===== src/rtl/nexys_starship_monster_ctrl_if.sv =====
// Game bus between the starship game logic and the monster controller.
// master drives play/spawn/shoot; slave reports monster state and stats.
interface nexys_starship_monster_ctrl_if;
  logic        play;
  logic        top_random;
  logic        btm_random;
  logic        left_random;
  logic        right_random;
  logic [3:0]  random_hex;
  logic [3:0]  shoot;
  logic [3:0]  monster;
  logic [15:0] monster_hex;
  logic        ship_hit;
  logic [1:0]  lives;
  logic [7:0]  score;
  logic        game_over;

  modport master (
    output play,
    output top_random,
    output btm_random,
    output left_random,
    output right_random,
    output random_hex,
    output shoot,
    input  monster,
    input  monster_hex,
    input  ship_hit,
    input  lives,
    input  score,
    input  game_over
  );

  modport slave (
    input  play,
    input  top_random,
    input  btm_random,
    input  left_random,
    input  right_random,
    input  random_hex,
    input  shoot,
    output monster,
    output monster_hex,
    output ship_hit,
    output lives,
    output score,
    output game_over
  );
endinterface


===== src/rtl/nexys_starship_monster_ctrl.sv =====
// Four-direction monster spawn/kill/timeout controller with lives and score.
// Optional spawn rate limit: define NEXYS_STARSHIP_SPAWN_HOLDOFF_EN.
module nexys_starship_monster_ctrl #(
  parameter int TIMEOUT = 1000,
  parameter int HOLDOFF = 64,
  parameter int LIVES   = 3
) (
  input logic Clk,
  input logic Reset,
  nexys_starship_monster_ctrl_if.slave bus
);

  typedef enum logic {
    EMPTY  = 1'b0,
    ACTIVE = 1'b1
  } dir_state_t;

  dir_state_t  r_state [4];
  logic [15:0] r_age   [4];
  logic [3:0]  r_hex   [4];
  logic        r_ship_hit;
  logic [1:0]  r_lives;
  logic [7:0]  r_score;
  logic        r_game_over;

  logic [3:0]  w_active;
  logic [3:0]  w_kill;
  logic [3:0]  w_tout;
  logic [3:0]  w_req;
  logic [3:0]  w_grant;
  logic [2:0]  w_nkill;
  logic [8:0]  w_score_sum;
  logic        w_run;
  logic        w_hit;
  logic        w_lose;
  logic        w_hold_ok;
  logic        w_spawn_ok;

  assign w_run = bus.play & ~r_game_over;

  always_comb begin
    w_active = '0;
    w_tout   = '0;
    for (int i = 0; i < 4; i++) begin
      w_active[i] = (r_state[i] == ACTIVE);
    end
    w_kill = bus.shoot & w_active & {4{w_run}};
    // A kill on the timeout cycle takes precedence over the hit.
    for (int i = 0; i < 4; i++) begin
      w_tout[i] = w_active[i] & w_run & ~w_kill[i]
                & (r_age[i] == 16'(TIMEOUT - 1));
    end
  end

  assign w_hit  = |w_tout;
  assign w_lose = w_hit & (r_lives <= 2'd1);

`ifdef NEXYS_STARSHIP_SPAWN_HOLDOFF_EN
  localparam int HW = (HOLDOFF > 0) ? $clog2(HOLDOFF + 1) : 1;

  logic [HW-1:0] r_holdoff;

  assign w_hold_ok = (r_holdoff == '0);

  always_ff @(posedge Clk) begin
    if (Reset) begin
      r_holdoff <= '0;
    end else if (|w_grant) begin
      r_holdoff <= HW'(HOLDOFF);
    end else if (bus.play && r_holdoff != '0) begin
      r_holdoff <= r_holdoff - 1'b1;
    end
  end
`else
  assign w_hold_ok = (HOLDOFF >= 0);
`endif

  assign w_spawn_ok = w_run & ~w_lose & w_hold_ok;

  assign w_req = {bus.right_random, bus.left_random,
                  bus.btm_random, bus.top_random}
               & ~w_active & {4{w_spawn_ok}};

  // Isolate the lowest set bit: top has the highest priority.
  assign w_grant = w_req & (~w_req + 4'd1);

  assign w_nkill     = 3'($countones(w_kill));
  assign w_score_sum = {1'b0, r_score} + {6'd0, w_nkill};

  always_ff @(posedge Clk) begin
    if (Reset) begin
      for (int i = 0; i < 4; i++) begin
        r_state[i] <= EMPTY;
        r_age[i]   <= '0;
        r_hex[i]   <= '0;
      end
      r_ship_hit  <= 1'b0;
      r_lives     <= 2'(LIVES);
      r_score     <= '0;
      r_game_over <= 1'b0;
    end else begin
      r_ship_hit <= w_hit;
      if (w_hit) begin
        r_lives <= (r_lives == 2'd0) ? 2'd0 : r_lives - 2'd1;
      end
      if (w_lose) begin
        r_game_over <= 1'b1;
      end
      if (|w_kill) begin
        r_score <= w_score_sum[8] ? 8'hFF : w_score_sum[7:0];
      end
      for (int i = 0; i < 4; i++) begin
        unique case (r_state[i])
          EMPTY: begin
            if (w_grant[i]) begin
              r_state[i] <= ACTIVE;
              r_age[i]   <= '0;
              r_hex[i]   <= bus.random_hex;
            end
          end
          ACTIVE: begin
            if (r_game_over || w_lose || w_kill[i] || w_tout[i]) begin
              r_state[i] <= EMPTY;
              r_age[i]   <= '0;
              r_hex[i]   <= '0;
            end else if (bus.play) begin
              r_age[i] <= r_age[i] + 16'd1;
            end
          end
          default: begin
            r_state[i] <= EMPTY;
          end
        endcase
      end
    end
  end

  assign bus.monster     = w_active;
  assign bus.monster_hex = {r_hex[3], r_hex[2], r_hex[1], r_hex[0]};
  assign bus.ship_hit    = r_ship_hit;
  assign bus.lives       = r_lives;
  assign bus.score       = r_score;
  assign bus.game_over   = r_game_over;

endmodule


===== src/flat_wrapper.sv =====
// flat-port wrapper written by rule: the top's interface ports become plain ports
module nexys_starship_monster_ctrl_flat 
#(
  parameter int TIMEOUT = 1000,
  parameter int HOLDOFF = 64,
  parameter int LIVES   = 3
)
  (Clk, Reset, bus_play, bus_top_random, bus_btm_random, bus_left_random, bus_right_random, bus_random_hex, bus_shoot, bus_monster, bus_monster_hex, bus_ship_hit, bus_lives, bus_score, bus_game_over);
  nexys_starship_monster_ctrl_if bus_i ();
  input logic Clk;
  input logic Reset;
  input wire logic [$bits(bus_i.play)-1:0] bus_play;
  input wire logic [$bits(bus_i.top_random)-1:0] bus_top_random;
  input wire logic [$bits(bus_i.btm_random)-1:0] bus_btm_random;
  input wire logic [$bits(bus_i.left_random)-1:0] bus_left_random;
  input wire logic [$bits(bus_i.right_random)-1:0] bus_right_random;
  input wire logic [$bits(bus_i.random_hex)-1:0] bus_random_hex;
  input wire logic [$bits(bus_i.shoot)-1:0] bus_shoot;
  output wire logic [$bits(bus_i.monster)-1:0] bus_monster;
  output wire logic [$bits(bus_i.monster_hex)-1:0] bus_monster_hex;
  output wire logic [$bits(bus_i.ship_hit)-1:0] bus_ship_hit;
  output wire logic [$bits(bus_i.lives)-1:0] bus_lives;
  output wire logic [$bits(bus_i.score)-1:0] bus_score;
  output wire logic [$bits(bus_i.game_over)-1:0] bus_game_over;
  assign bus_i.play = bus_play;
  assign bus_i.top_random = bus_top_random;
  assign bus_i.btm_random = bus_btm_random;
  assign bus_i.left_random = bus_left_random;
  assign bus_i.right_random = bus_right_random;
  assign bus_i.random_hex = bus_random_hex;
  assign bus_i.shoot = bus_shoot;
  assign bus_monster = bus_i.monster;
  assign bus_monster_hex = bus_i.monster_hex;
  assign bus_ship_hit = bus_i.ship_hit;
  assign bus_lives = bus_i.lives;
  assign bus_score = bus_i.score;
  assign bus_game_over = bus_i.game_over;
  nexys_starship_monster_ctrl #(.TIMEOUT(TIMEOUT), .HOLDOFF(HOLDOFF), .LIVES(LIVES)) u_core (.Clk(Clk), .Reset(Reset), .bus(bus_i));
endmodule

===== config.mk =====
export PLATFORM = sky130hd
export DESIGN_NAME = nexys_starship_monster_ctrl_flat
export DESIGN_NICKNAME = d
export VERILOG_FILES = /design/src/rtl/nexys_starship_monster_ctrl_if.sv /design/src/rtl/nexys_starship_monster_ctrl.sv /design/src/flat_wrapper.sv
export SDC_FILE = /design/constraint.sdc
export NUM_CORES = 1
export LEC_CHECK = 0
export ABC_AREA = 1
export BUFFER_PORTS_ARGS = -buffer_cell sky130_fd_sc_hd__buf_4
export CAP_MARGIN = 20
export CORE_UTILIZATION = 40
export DETAILED_ROUTE_END_ITERATION = 12
export SLEW_MARGIN = 15
export SYNTH_ARGS = -nofsm -noshare
export SYNTH_HDL_FRONTEND = slang
export SYNTH_SLANG_ARGS = --single-unit

===== constraint.sdc =====
create_clock -name Clk -period 3.9 [get_ports Clk]
set_input_delay 0 -clock Clk [delete_from_list [all_inputs] [get_ports Clk]]
set_output_delay 0 -clock Clk [all_outputs]
set_load 0.03 [all_outputs]

==> results.toml <==
[run_status]
status = "complete, no violations"

[timing]
skew_ns = 0.00799
fin_ws_ns = 0.751
slew_viol_final = 0
post-route-min-period_ns = 3.15
tightest_slew_ns = 0.787
period_share_pct = 80.7
slew_headroom_pct = 47.4
max_freq_mhz = 318
tns_ns = 0
hold_viol = 0
rsz0062_at_grt = "no"
fin_hold_ws_ns = 0.0180
setup_viol = 0

[floorplan]
rows = 41
die_w_um = 117
dieArea_sq_um = 13700
core_region_area_sq_um = 12800
start_util_pct = 41.5
die_y_um = 117
io-pin-count = 47

[worst_setup_path]
slowest_delay_ns = 0.47
cp_data_required_time_ns = 4.14
r2r_slack_ns = 0.75
rr_worst_depth = 15
crit_family = "adder cells"
cp-end-kind = "flip-flop"
path_max_fanout = 8
arrival_ns = 3.39
cp-start-kind = "flip-flop"
cp_num_cells = 15
reg2reg_from = "u_core.bus.game_over"
worst_path_max_delay_cell = "fa_1"
critical_path.startpoint = "u_core.bus.game_over"
cp-endpoint = "u_core.bus.score[3]"
path_cells = "inv_2, nand4_1, ha_1, ha_1, inv_1, fa_1, inv_1, fa_1, a21oi_1, nand3b_1, nor2_1, nand2_1, o21ai_0, a21oi_1, nor2_1"
cp.buffers_inverters = 3
r2r-end = "u_core.bus.score[3]"
worstSetupPathType = "flip-flop to flip-flop"

[clocking]
cts_root_buf = "clkbuf_16"
cts_hold_buf = 1
clock_sinks = 96
htree_num_levels = 3
path_clk_slew_ns = 0.07
numCtsBuffers = 9
cts-resized-gates = 0
post_cts_buffers = 0
cts_tree = "done"
cts_buffer_depth = 2
clock_latency_ns = 0.36

[synth]
ys_ff_latch = 96
synth_compound_area_share_pct = 4.58
synth_mux_area_share_pct = 0
synth_top_family_by_area = "simple AND/OR/NAND/NOR gates"
synthSimpleGateAreaFrac_pct = 28.8
synth_nets = 626
synth_area_sq_um = 5300
syn_area_per_cell_sq_um = 8.87
synth-seq-area-share_pct = 52.1
ys_types = 32
synth-xor-area-share_pct = 3.80
synth-warning-count = 0
synth_adder_area_share_pct = 3.59
postSynthCellCount = 597

[global_routing]
grt_usage_pct = 17.7
grt-ovfl-total = 0
grt-busiest-layer = "met2"
use_met3_pct = 3.76
grt_start_max_net_pins = 18
grt_util_met2_pct = 28.3
grt_pass1_vias = 3804
grt_util_met1_pct = 23.2
grt_antenna_before_repair = 0
grt_first_pass_wirelength_mm = 18.2

[power_and_ir_drop]
seq_power_share_pct = 48.7
netSwitchingPower_mw = 0.580
p_comb_share_pct = 9.0
total_leakage_power_nw = 2.57
max-vdd-ir-drop_mv = 0.257
internal_power_mw = 1.95
power_frac_clock_pct = 42.2
switching_share_pct = 23.0
power_density_nw_per_um2 = 409

[drt]
num_vias = 4022
ant_nets = 0
drt_drc_violations_left = 0
routed_wl_mm = 11.1
drt_iter0_drc = 263
dr.pass1.iters = 4
vias_per_cell = 4.87
wl_per_cell_um = 13.4

[final_layout]
layout-drive-gt1-share_pct = 13.6
instances_no_fill = 826
antenna_cells = 0
syn2layout_area_growth_pct = 16.6
final_nets = 678

[placement]
hpwl_mm = 8.25
dp_slack_ns = 0.765
dpl.cell_count = 809
port_buffers = 46
place_congestion = 0.857

[worst_hold_path]
hp-class = "input port to flip-flop"

[job]
maxCapViolCount = 0
-- how the worst min path moves through the flow --
| stage | depth (start not counted) | from | slack [ns] | endpoint |
|---|---|---|---|---|
| after CTS | 3 | bus_random_hex[2] | 0.01 | u_core.r_hex[3][2] |
| after floorplan | 2 | bus_random_hex[0] | 0.24 | u_core.r_hex[0][0] |
| after detailed placement | 2 | Reset | 0.32 | u_core.bus.score[6] |
| after global routing | 3 | bus_random_hex[2] | 0.03 | u_core.r_hex[2][2] |
| final | 3 | bus_random_hex[2] | 0.02 | u_core.r_hex[2][2] |
| after global placement | 2 | Reset | 0.32 | u_core.bus.score[3] |
-- final cells by class --
| type | instances | area [sq um] |
|---|---|---|
| fillers | 1181 | 6600 |
| flip-flops and latches | 96 | 2760 |
| multi-input cells | 410 | 2160 |
| repair buffers | 49 | 370 |
| inverters | 83 | 312 |
| clock buffers | 9 | 225 |
| well taps | 172 | 215 |
| clock inverters | 7 | 134 |
-- flip-flops by register name, indices dropped and copies added (netlist names) --
register	flops
u_core.r_state	4
u_core.bus.ship_hit	1
u_core.bus.score	8
u_core.bus.lives	2
u_core.r_age	64
u_core.bus.game_over	1
u_core.r_hex	16
-- cell families after synthesis --
family,after synthesis
AOI/OAI and AO/OA,39
xor gates and xnor gates,23
DFF,96
buffers and inverters,91
and+or+nand+nor,334
adders and majority gates,14
-- synthesized netlist by cell type --
master / instances / area (sq um)
a21oi_1: 17 / 85.1
a21oi_2: 8 / 70.1
a31oi_1: 6 / 37.5
buf_4: 1 / 7.51
buf_6: 4 / 45.0
clkbuf_1: 3 / 11.3
dfxtp_1: 12 / 240
edfxtp_1: 84 / 2520
fa_1: 2 / 40.0
ha_1: 12 / 150
inv_1: 80 / 300
inv_2: 3 / 11.3
nand2_1: 106 / 398
nand2_2: 2 / 12.5
nand3_1: 44 / 220
nand3_2: 1 / 10.0
nand3_4: 1 / 17.5
nand3b_1: 1 / 7.51
nand4_1: 9 / 56.3
nand4_4: 3 / 63.8
nor2_1: 119 / 447
nor2_2: 1 / 6.26
nor2_8: 1 / 20.0
nor3_1: 27 / 135
nor3b_1: 10 / 75.1
nor4_1: 4 / 25.0
o211ai_2: 1 / 12.5
o21ai_0: 6 / 30.0
o31ai_1: 1 / 7.51
or2_2: 5 / 31.3
xnor2_1: 7 / 61.3
xor2_1: 16 / 140
-- routing by layer --
| layer | part of all wire (%) | vias to the layer above |
|---|---|---|
| met5 | 0 | - |
| met4 | 2.2 | 0 |
| met3 | 3.0 | 16 |
| met2 | 47 | 55 |
| met1 | 48 | 1867 |
| li1 | - | 2084 |
-- tightest hold or removal path, delay by kind of cell --
| kind | cells | cell delay [ns] |
|---|---|---|
| and+or+nand+nor | 1 | 0.11 |
| buffers and inverters | 2 | 0.16 |
-- layout by cell type (no fill, tap or decap), drive strengths merged, types with 6 or more instances in the layout --
master  instances
a31oi           6
nor3b          10
nand3          46
nor2          121
dfxtp          12
edfxtp         84
o21ai           6
xor2           16
nor3           27
buf            48
nand2         108
clkbuf          9
ha             12
xnor2           7
a21oi          25
nand4          12
inv            83
-- power by group through the flow --
stage          clock [mW]  sequential [mW]  combinational [mW]
3_3_place_gp            0             1.25               0.227
2_1_floorplan           0             1.27               0.131
6_report             1.07             1.23               0.228
5_1_grt              1.13             1.24               0.255
4_1_cts              1.09             1.23               0.232
3_5_place_dp            0             1.25               0.230
-- through the flow --
step                      cell area (sq um)  total power [mW]  utilization (%)
after detailed placement               5810              1.48             45.5
after global placement                 5810              1.48             45.5
after floorplan                        5300              1.40                -
after CTS                              6180              2.56             48.4
final                                  6180              2.53             48.4
after global routing                   6180              2.63             48.4
(Power assumes the default switching activity.)
